## config.mk

```make
export PLATFORM = sky130hd
export DESIGN_NAME = usb_spi_arbiter
export DESIGN_NICKNAME = d
export VERILOG_FILES = /design/src/rtl/usb_spi_arbiter.sv
export SDC_FILE = /design/constraint.sdc
export NUM_CORES = 1
export LEC_CHECK = 0
export CAP_MARGIN = 40
export CORE_MARGIN = 2
export CORE_UTILIZATION = 50
export DETAILED_ROUTE_END_ITERATION = 16
export PLACE_DENSITY = 0.88
export SETUP_SLACK_MARGIN = 0.5
export SLEW_MARGIN = 15
export SYNTH_ARGS = -nofsm -noshare
export SYNTH_HDL_FRONTEND = slang
export SYNTH_SLANG_ARGS = --single-unit
```

## constraint.sdc

```tcl
create_clock -name clk_100mhz -period 2.65 [get_ports clk_100mhz]
set_input_delay 0.53 -clock clk_100mhz [delete_from_list [all_inputs] [get_ports clk_100mhz]]
set_output_delay 0.53 -clock clk_100mhz [all_outputs]
set_load 0.01 [all_outputs]
```

## src/rtl/usb_spi_arbiter.sv

```systemverilog
// Two-requester round-robin arbiter in front of a single SPI mode-0 master.
// Each accepted request becomes one 16-bit frame: command byte, then data byte.
module usb_spi_arbiter #(
    parameter int SCK_DIV = 4
) (
    input  logic        clk_100mhz,
    input  logic        sys_rst,
    input  logic [1:0]  req_valid,
    output logic [1:0]  req_ready,
    input  logic [9:0]  req_addr,
    input  logic [1:0]  req_write,
    input  logic [15:0] req_wdata,
    output logic [1:0]  rsp_valid,
    output logic [7:0]  rsp_status,
    output logic [7:0]  rsp_rdata,
    output logic        busy,
    output logic        spi_ss,
    output logic        spi_sck,
    output logic        spi_mosi,
    input  logic        spi_miso
);
    localparam int HALF = SCK_DIV / 2;
    localparam int CW   = (SCK_DIV > 2) ? $clog2(SCK_DIV) : 1;

    typedef enum logic [1:0] {IDLE, SHIFT, HOLD, GAP} state_t;

    state_t        state, state_nx;
    logic [CW-1:0] cnt;
    logic [3:0]    bit_idx;
    logic [15:0]   tx_sr;
    logic [15:0]   rx_sr;
    logic          pri;
    logic          served;
    logic          grant;
    logic          bit_end;
    logic          half_end;
    logic [4:0]    sel_addr;
    logic          sel_write;
    logic [7:0]    sel_wdata;

    // Both valid: the priority holder wins; otherwise the only valid one wins.
    assign grant     = (req_valid == 2'b11) ? pri : req_valid[1];
    assign sel_addr  = grant ? req_addr[9:5] : req_addr[4:0];
    assign sel_write = req_write[grant];
    assign sel_wdata = grant ? req_wdata[15:8] : req_wdata[7:0];
    assign bit_end   = (cnt == CW'(SCK_DIV - 1));
    assign half_end  = (cnt == CW'(HALF - 1));

    always_comb begin
        req_ready = 2'b00;
        if (state == IDLE && !sys_rst && (|req_valid))
            req_ready[grant] = 1'b1;
    end

    always_comb begin
        state_nx = state;
        case (state)
            IDLE:  if (|req_valid) state_nx = SHIFT;
            SHIFT: if (bit_end && bit_idx == 4'd0) state_nx = HOLD;
            HOLD:  if (half_end) state_nx = GAP;
            GAP:   if (half_end) state_nx = IDLE;
            default: state_nx = IDLE;
        endcase
    end

    always_ff @(posedge clk_100mhz) begin
        if (sys_rst) begin
            state      <= IDLE;
            cnt        <= '0;
            bit_idx    <= 4'd0;
            tx_sr      <= 16'h0000;
            rx_sr      <= 16'h0000;
            pri        <= 1'b0;
            served     <= 1'b0;
            rsp_status <= 8'h00;
            rsp_rdata  <= 8'h00;
        end else begin
            state <= state_nx;
            case (state)
                IDLE: begin
                    if (|req_valid) begin
                        served  <= grant;
                        pri     <= ~grant;
                        tx_sr   <= {sel_addr, 1'b0, sel_write, 1'b0,
                                    sel_write ? sel_wdata : 8'h00};
                        cnt     <= '0;
                        bit_idx <= 4'd15;
                    end
                end
                SHIFT: begin
                    // Sample at the end of the first SCK-high cycle of the bit.
                    if (cnt == CW'(HALF))
                        rx_sr <= {rx_sr[14:0], spi_miso};
                    if (bit_end) begin
                        cnt     <= '0;
                        tx_sr   <= {tx_sr[14:0], 1'b0};
                        bit_idx <= bit_idx - 4'd1;
                    end else begin
                        cnt <= cnt + CW'(1);
                    end
                end
                HOLD: begin
                    if (half_end) begin
                        cnt        <= '0;
                        rsp_status <= rx_sr[15:8];
                        rsp_rdata  <= rx_sr[7:0];
                    end else begin
                        cnt <= cnt + CW'(1);
                    end
                end
                GAP: begin
                    if (half_end) cnt <= '0;
                    else          cnt <= cnt + CW'(1);
                end
                default: cnt <= '0;
            endcase
        end
    end

    assign busy      = (state != IDLE);
    assign spi_ss    = !(state == SHIFT || state == HOLD);
    assign spi_sck   = (state == SHIFT) && (cnt >= CW'(HALF));
    assign spi_mosi  = (state == SHIFT) && tx_sr[15];
    // GAP always starts with cnt at zero, so its first cycle is the response pulse.
    assign rsp_valid = (state == GAP && cnt == '0) ? (served ? 2'b10 : 2'b01) : 2'b00;

endmodule

```

=== Word-level counts from Yosys, hierarchy flattened ===
Index checks and enable logic that the tools add are counted.
Widths: inputs -> output; s select.

* Memories: 0
* Input port bits: 33
* Memory bits (read-only): 0
* Latch bits: 0
* Bits in registers: 58
* Bits in writable memories: 0
* Output and inout port bits: 24

* $mul: 0
* Bitwise gates (word level): 1
* Divide/modulo/power cells: 0
* Equality and inequality tests: 12
* Shift operators: 0
* Muxes and demuxes: 26
* Order comparisons: 3
* Add/subtract/negate cells: 2
* Reduce and logical (&&, ||, !) cells: 22

{| class="wikitable"
|+ Operators by type and width
! kind !! count
|-
| $mux 16 || 2
|-
| $pmux 16 s2 || 1
|-
| $mux 2 || 10
|-
| $mux 8 || 2
|-
| $eq 2x2->1 const B || 5
|-
| $mux 4 || 2
|-
| $ne 2x2->1 const B || 4
|-
| $pmux 2 s4 || 1
|-
| $pmux 4 s2 || 1
|-
| $logic_and 1x1->1 || 7
|-
| $pmux 2 s3 || 1
|-
| $reduce_and 2->1 || 3
|-
| $mux 5 || 1
|-
| $eq 2x1->1 const B || 2
|-
| $logic_not 2->1 || 2
|-
| $logic_not 4->1 || 1
|-
| $mux 1 || 4
|-
| $reduce_and 4->1 || 1
|-
| $reduce_bool 2->1 || 2
|-
| $reduce_or 2->1 || 2
|-
| $sub 4x1->4 const B || 1
|-
| $reduce_and 3->1 || 1
|-
| $add 2x1->2 const B || 1
|-
| $ge 2x2->1 const B || 1
|-
| 7 further kinds || 8
|}

=== Longest topological paths before layout ===
Gate-level depths: netlist of run 1.

* Word-level depth: 7
* Depth in mapped cells: 9
* Depth with buffers taken out: 6

=== Worst setup path before layout of run 1 ===
Ideal clock, no wire load.

* Kind: input port to output port
* Start: in req_valid[0]
* End: out req_ready[1]
* Arrival: 1255 ps
* Required time: 2120 ps
* Path buffers: 1
* Stages: 4
* Path slack: 865 ps
* Path through: nand2b_1 nand2_1 buf_2 nor3_1

* Longest elaborated chain between the ends: 7
* Elaborated cells between the ends (all ways): 10
* Classes of those cells: 2 x order compare; 1 x eq/ne; 4 x mux; 3 x reduce/logical

{| class="wikitable"
|+ Ends and longest elaborated chain
! what !! RTL line !! source
|-
| from (decl) || 8 || <nowiki>input logic [1:0] req_valid,</nowiki>
|-
| $eq 2x2->1 || 42 || <nowiki>assign grant = (req_valid == 2'b11) ? pri : req_valid[1];</nowiki>
|-
| $mux 1 || 42 ||
|-
| $lt 1x2->1 (implied by the code) or $ge 1x1->1 (tied branches) || 52 || <nowiki>req_ready[grant] = 1'b1;</nowiki>
|-
| $logic_and 1x1->1 (implied by the code) || 52 ||
|-
| $mux 1 (implied by the code) || 52 ||
|-
| $demux 1 s1 || 52 ||
|-
| $mux 2 (*) || 51 || <nowiki>if (state == IDLE && !sys_rst && (|req_valid))</nowiki>
|-
| to (decl) || 9 || <nowiki>output logic [1:0] req_ready,</nowiki>
|}

Every way passes the cells marked *; elsewhere a longest branch is shown, timed or not.

=== Worst setup path after layout of run 1 ===
* Start: in req_valid[1]
* End: out req_ready[0]

Same word-level chain as after synthesis.

==> results_dict.tcl, run 1 <==
set metrics [dict create \
    synth_seq_area_share_pct 43.4 \
    wirelength_mm 6.23 \
    synth_edf_count 0 \
    fillerInstances 438 \
    critPathMaxStageDelay_ns 0.42 \
    critical_path_class "in -> out" \
    cts_sinks 58 \
    hp-class "reg -> reg" \
    rr_worst_depth 6 \
    insertion_delay_ns 0.35 \
    place_hpwl_mm 4.09 \
    finalSetupViolCount 0 \
    grt_max_degree 56 \
    total_power_mw 3.21 \
    p_sw_mw 1.08 \
    die_y_um 77.1 \
    highest-signal-layer "met4" \
    grt_pass1_vias 2393 \
    ys_ff_latch 58 \
    m1WireLength_mm 2.79 \
    seq_area_sq_um 1170 \
    wl_met2_mm 2.97 \
    n_antenna_cell 0 \
    ys_top_cells_by_area "dfxtp_1, nand2_1, a21oi_1" \
    path_cells "clkdlybuf4s50_1 > buf_4 > a21oi_1 > dlygate4sd2_1" \
    die_area_sq_um 5950 \
    cts-hold-fix-buffers 0 \
    clkPwrFrac_pct 30.9 \
    sw_frac_of_total_pct 33.8 \
    cp.arrival_ns 1.56 \
    status "finished, final reports clean" \
    netlist_instances 329 \
    antenna_left 0 \
    io_pins 57 \
    htreeDepth 3 \
    drv_cap 0 \
    dr_total_vias 2480 \
    final_hold_viol_count 0 \
    syn_area_sq_um 2670 \
    synth_nets 373 \
    met3WireLength_um 320 \
    seq_power_share_pct 35.0 \
    cts_root_buf "clkbuf_8" \
    cts_tree "yes" \
    dr.pass1.iters 4 \
    area_growth_syn_to_layout_pct 32.3 \
    core-area_sq_um 5140 \
    groute.usage.overall_pct 22.5 \
    post-cts-setup-buffers 0 \
    die_w_um 77.1 \
    multiInputGateArea_sq_um 1400 \
    fin_nets 423 \
    cts_buffer_depth 2 \
    drt_iter0_markers 125 \
    drive_above_1_share_pct 10.4 \
    ys.flop_type "dfxtp_1" \
    power.density_nw_per_um2 906 \
    avgViaCountPerCell 5.47 \
    antenna_found_initial 0 \
    synth_commonest_cells "nand2_1, dfxtp_1, a21oi_1, nor2_1, nand3_1" \
    hold_depth 2 \
    slew_headroom_pct 57.8 \
    timing.fmax_mhz 479 \
    p_leak_nw 1.31 \
    cp-start-kind "input pin" \
    ir_drop_v 0.000535 \
    cts_made_buffers 9 \
    pwr-share-comb_pct 34.1 \
    fin_hold_ws_ns 0.453 \
    drc_errors 0 \
    final_cells 453 \
    dp.cells 437 \
    initial_core_util_pct 52.0 \
    place_congestion 0.830 \
    grt_pass1_wl_mm 10.6 \
    netlist-cell-type-count 40 \
    synth.most_common_cell "nand2_1" \
    worstMarginPinSlew_ns 0.632 \
    ys_async_sr_fraction_pct 0 \
    finalMaxSlewViolations 0 \
    rsz0062_at_grt "no" \
    timing.final.crit_period_ns 2.09 \
    worstPathMaxFanout 11 \
    cp.required_ns 2.12 \
    tns_ns 0 \
    routedWlPerCell_um 13.7 \
    min_period_over_period_pct 78.8 \
    row_count 26 \
    grt_overflow 0 \
    yosys.area.top_type_share_pct 43.4 \
    p_int_mw 2.12 \
    fin_skew_ns 0.00683 \
    io_buffers 56 \
    slowest_stage "clkdlybuf4s50_1" \
    clkTransAtPathRegs_ns 0.06 \
    syn_avg_cell_area_sq_um 8.13 \
    yosysTopAreaCell "dfxtp_1" \
    worstSetupEndpointType "output pin" \
    yosys_warnings 0 \
]
[logic make-up after synthesis]
| family | count (synthesis) | synth area share, % |
|---|---|---|
| DFF | 58 | 43.4 |
| AOI/OAI and AO/OA | 87 | 21.4 |
| buffers and inverters | 34 | 5.66 |
| xor gates and xnor gates | 2 | 0.655 |
| and+or+nand+nor | 135 | 22.9 |
| muxes | 2 | 0.749 |
| adders and majority gates | 11 | 5.15 |
[power groups by stage]
stage | Sequential (mW) | Clock (mW) | Combinational [mW]
after floorplan | 1.10 | 0 | 0.779
after detailed placement | 1.12 | 0 | 1.02
after CTS | 1.12 | 1.00 | 1.07
final | 1.12 | 0.990 | 1.09
after global routing | 1.14 | 1.06 | 1.22
after global placement | 1.12 | 0 | 0.987
[per-stage QoR]
step / setup slack, ns / cell area, sq um / util, %
after floorplan: 0.865 / 2670 / -
after global placement: 0.222 / 3250 / 63.2
after detailed placement: 0.178 / 3250 / 63.2
after CTS: 0.502 / 3530 / 68.6
after global routing: 0.502 / 3540 / 68.8
final: 0.561 / 3540 / 68.8
[worst max-delay path: cells and delay by family]
family	cells	cell delay (ns)
buffers and inverters	3	0.87
AO/OA/AOI/OAI	1	0.15
[cells in the final DEF, fill, tap and decap left out, types with 2 or more instances in the layout]
cell type        instances
a211oi_1                 9
a21oi_1                 39
a22oi_1                  4
a311oi_1                 2
a41oi_1                  7
and2_1                   4
and3_1                   6
buf_2                    2
buf_4                    5
bufinv_16                3
clkbuf_8                10
clkdlybuf4s50_1         46
dfxtp_1                 54
dfxtp_2                  3
dlygate4sd2_1            8
ha_1                     8
ha_4                     2
inv_1                    7
inv_2                    2
mux2i_1                  2
nand2_1                 70
nand3_1                 16
nand3b_1                 7
nor2_1                  19
nor2b_1                  2
nor3_1                   4
nor3b_1                  2
o21ai_0                  8
o21bai_1                 7
o41ai_1                  4
o41ai_2                  2
xnor2_1                  2
[state kept, by name (all words and copies together) (netlist names)]
signal	cells
cnt	2
served	1
state	2
bit_idx	4
rsp_status	8
tx_sr	16
rsp_rdata	8
pri	1
rx_sr	16
[area by class of cell]
type                            instances  share of cell area, %
Multi-Input combinational cell        237                   39.5
Sequential cell                        58                   33.0
Timing Repair Buffer                   63                   17.0
Clock buffer                           10                   3.89
Clock inverter                          5                   2.90
Tap cell                               70                   2.48
Inverter                               10                   1.20
[per-layer routing]
metal | GRT usage, % | up-vias
met1 | 27.1 | 1147
li1 | - | 1240
met5 | 0 | -
met2 | 36.8 | 82
met4 | 11.3 | 0
met3 | 6.24 | 11
[repair_timing]
item | CTS | global route
setup endpoints to repair | 10 | 8
resized for setup | 23 | 3
cloned | 1 | 0
pin swaps | 0 | 0
[final timing paths]
path	from	endpoint	slack [ns]
worst max-delay path	req_valid[1]	req_ready[0]	0.56
worst min-delay path	rsp_rdata[5]	rsp_rdata[5]	0.45
worst max register to register	state[1]	tx_sr[11]	0.75
worst min register to register	rsp_rdata[5]	rsp_rdata[5]	0.45
No activity file was read; power rests on OpenSTA's default activity.
==> run 2: changes to the inputs <==
clock period = 2 ns   (was 2.65 ns; I/O delays follow)
==> run 2 against run 1 <==
- global-route usage rose by 3.2 points
- die area unchanged
- power up 50%
- wire length rose by 21%
==> results_dict.tcl, run 2 (same netlist as run 1, synthesis figures left out) <==
set metrics [dict create \
    grt_max_degree 65 \
    r2r_start "state[1]" \
    io_buffers 56 \
    min_period_over_period_pct 87.1 \
    crit_path_start "state[0]" \
    drive_above_1_share_pct 27.9 \
    grt_pass1_wl_mm 12.4 \
    final_common_cell "nand2_1" \
    p_leak_nw 1.58 \
    ir_drop_v 0.000771 \
    drc_errors 0 \
    critPathMaxStageDelay_ns 0.40 \
    die_w_um 77.1 \
    avgViaCountPerCell 5.55 \
    cts-hold-fix-buffers 0 \
    worstSetupEndpoint "spi_ss" \
    seq_area_sq_um 1180 \
    reg_top3 "rx_sr: 16 flops, tx_sr: 16 flops" \
    hp-start "rsp_rdata[4]" \
    multiInputGateArea_sq_um 1620 \
    cp.arrival_ns 1.34 \
    drt_iter0_markers 129 \
    hp-class "reg -> reg" \
    routedWlPerCell_um 15.4 \
    die_y_um 77.1 \
    dr_total_vias 2695 \
    place_hpwl_mm 4.43 \
    fin_skew_ns 0.0116 \
    htreeDepth 3 \
    fillerInstances 376 \
    worstPathMaxFanout 4 \
    cts_sinks 58 \
    die_area_sq_um 5950 \
    io_pins 57 \
    cts_root_buf "clkbuf_8" \
    final_cell_mix "nand2_1, dfxtp_1, a21oi_1" \
    rr_worst_depth 8 \
    timing.fmax_mhz 574 \
    cts_tree "yes" \
    worstMarginPinSlew_ns 0.645 \
    dr.pass1.iters 4 \
    finalSetupViolCount 0 \
    ff2ff_setup_slack_ns 0.28 \
    antenna_left 0 \
    timing.final.crit_period_ns 1.74 \
    area_growth_syn_to_layout_pct 48.6 \
    fin_hold_ws_ns 0.452 \
    slowest_stage "dfxtp_4" \
    wirelength_mm 7.50 \
    status "finished, final reports clean" \
    cp.required_ns 1.60 \
    core-area_sq_um 5140 \
    path_cells "inv_4 > buf_4 > ha_4 > inv_2 > buf_6" \
    cts_buffer_depth 2 \
    finalMaxSlewViolations 0 \
    total_power_mw 4.82 \
    fin_nets 455 \
    grt_overflow 0 \
    initial_core_util_pct 52.0 \
    timing.rr.end "bit_idx[3]" \
    cts_made_buffers 9 \
    antenna_found_initial 0 \
    cp-start-kind "register" \
    critical_path_class "reg -> out" \
    insertion_delay_ns 0.34 \
    place_congestion 0.802 \
    clkTransAtPathRegs_ns 0.07 \
    groute.usage.overall_pct 25.8 \
    slew_headroom_pct 57.0 \
    n_antenna_cell 0 \
    grt_pass1_vias 2738 \
    power.density_nw_per_um2 1210 \
    row_count 26 \
    worstSetupEndpointType "output pin" \
    drv_cap 0 \
    final_hold_viol_count 0 \
    rsz0062_at_grt "yes" \
]
run 2: cell count changes in the layout (fill, tap and decap cells not counted), sizes merged:
cell           before  now
buf                 8   48
bufinv              3    0
clkbuf             10   11
clkdlybuf4s50      46   29
clkinv              2    4
clkinvlp            1    2
dlygate4sd2         8   18
dlymetal6s2s        1    0
run 2: power breakdown:
group          leakage, nW  total (mW)  internal, mW  switching (mW)
clock network       0.0851       0.959         0.476           0.483
registers            0.475        1.51          1.36           0.149
logic                 1.02        2.35          1.17            1.18
run 2: how the worst min path moves through the flow:
stage                               end  cells past startpoint
after floorplan           rsp_status[7]                      2
after global placement    rsp_status[7]                      2
after detailed placement  rsp_status[7]                      2
after CTS                 rsp_status[7]                      2
after global routing      rsp_status[3]                      2
final                      rsp_rdata[4]                      2
run 2: area by class of cell:
class	count	area share [%]
tap	70	2.20
clock inverter	5	0.756
sequential	58	29.6
multi-input combinational	237	40.9
inverter	10	1.32
timing repair buffer	95	21.6
clock buffer	11	3.56
run 2: worst max-delay path, delay by kind of cell, from the launching register on:
family	cells	cell delay, ns
fa+ha+maj	1	0.27
buf+inv	4	0.33
flops	1	0.40
run 2: timing repair:
action / 4_1_cts / 5_1_grt
setup buffers: 11 / 9
cloned: 1 / 1
setup endpoints to repair: 73 / 55
resized for setup: 102 / 20
pin swaps: 21 / 14
run 2: metal layers:
metal | global-route usage [%] | part of all wire, %
met4 | 9.82 | 2.9
met2 | 46.9 | 52
met3 | 5.76 | 5.9
met5 | 0 | 0
met1 | 29.1 | 39
run 2: stage by stage:
step	instance area (sq um)	cells	util, %	setup WS, ns	setup TNS (ns)
after floorplan	2770	329	-	0.411	0
after global placement	3410	448	66.4	-0.122	-0.197
after detailed placement	3410	448	66.4	-0.119	-0.167
after CTS	3840	476	74.7	0.288	0
after global routing	3970	486	77.3	0.223	0
final	3970	486	77.3	0.258	0
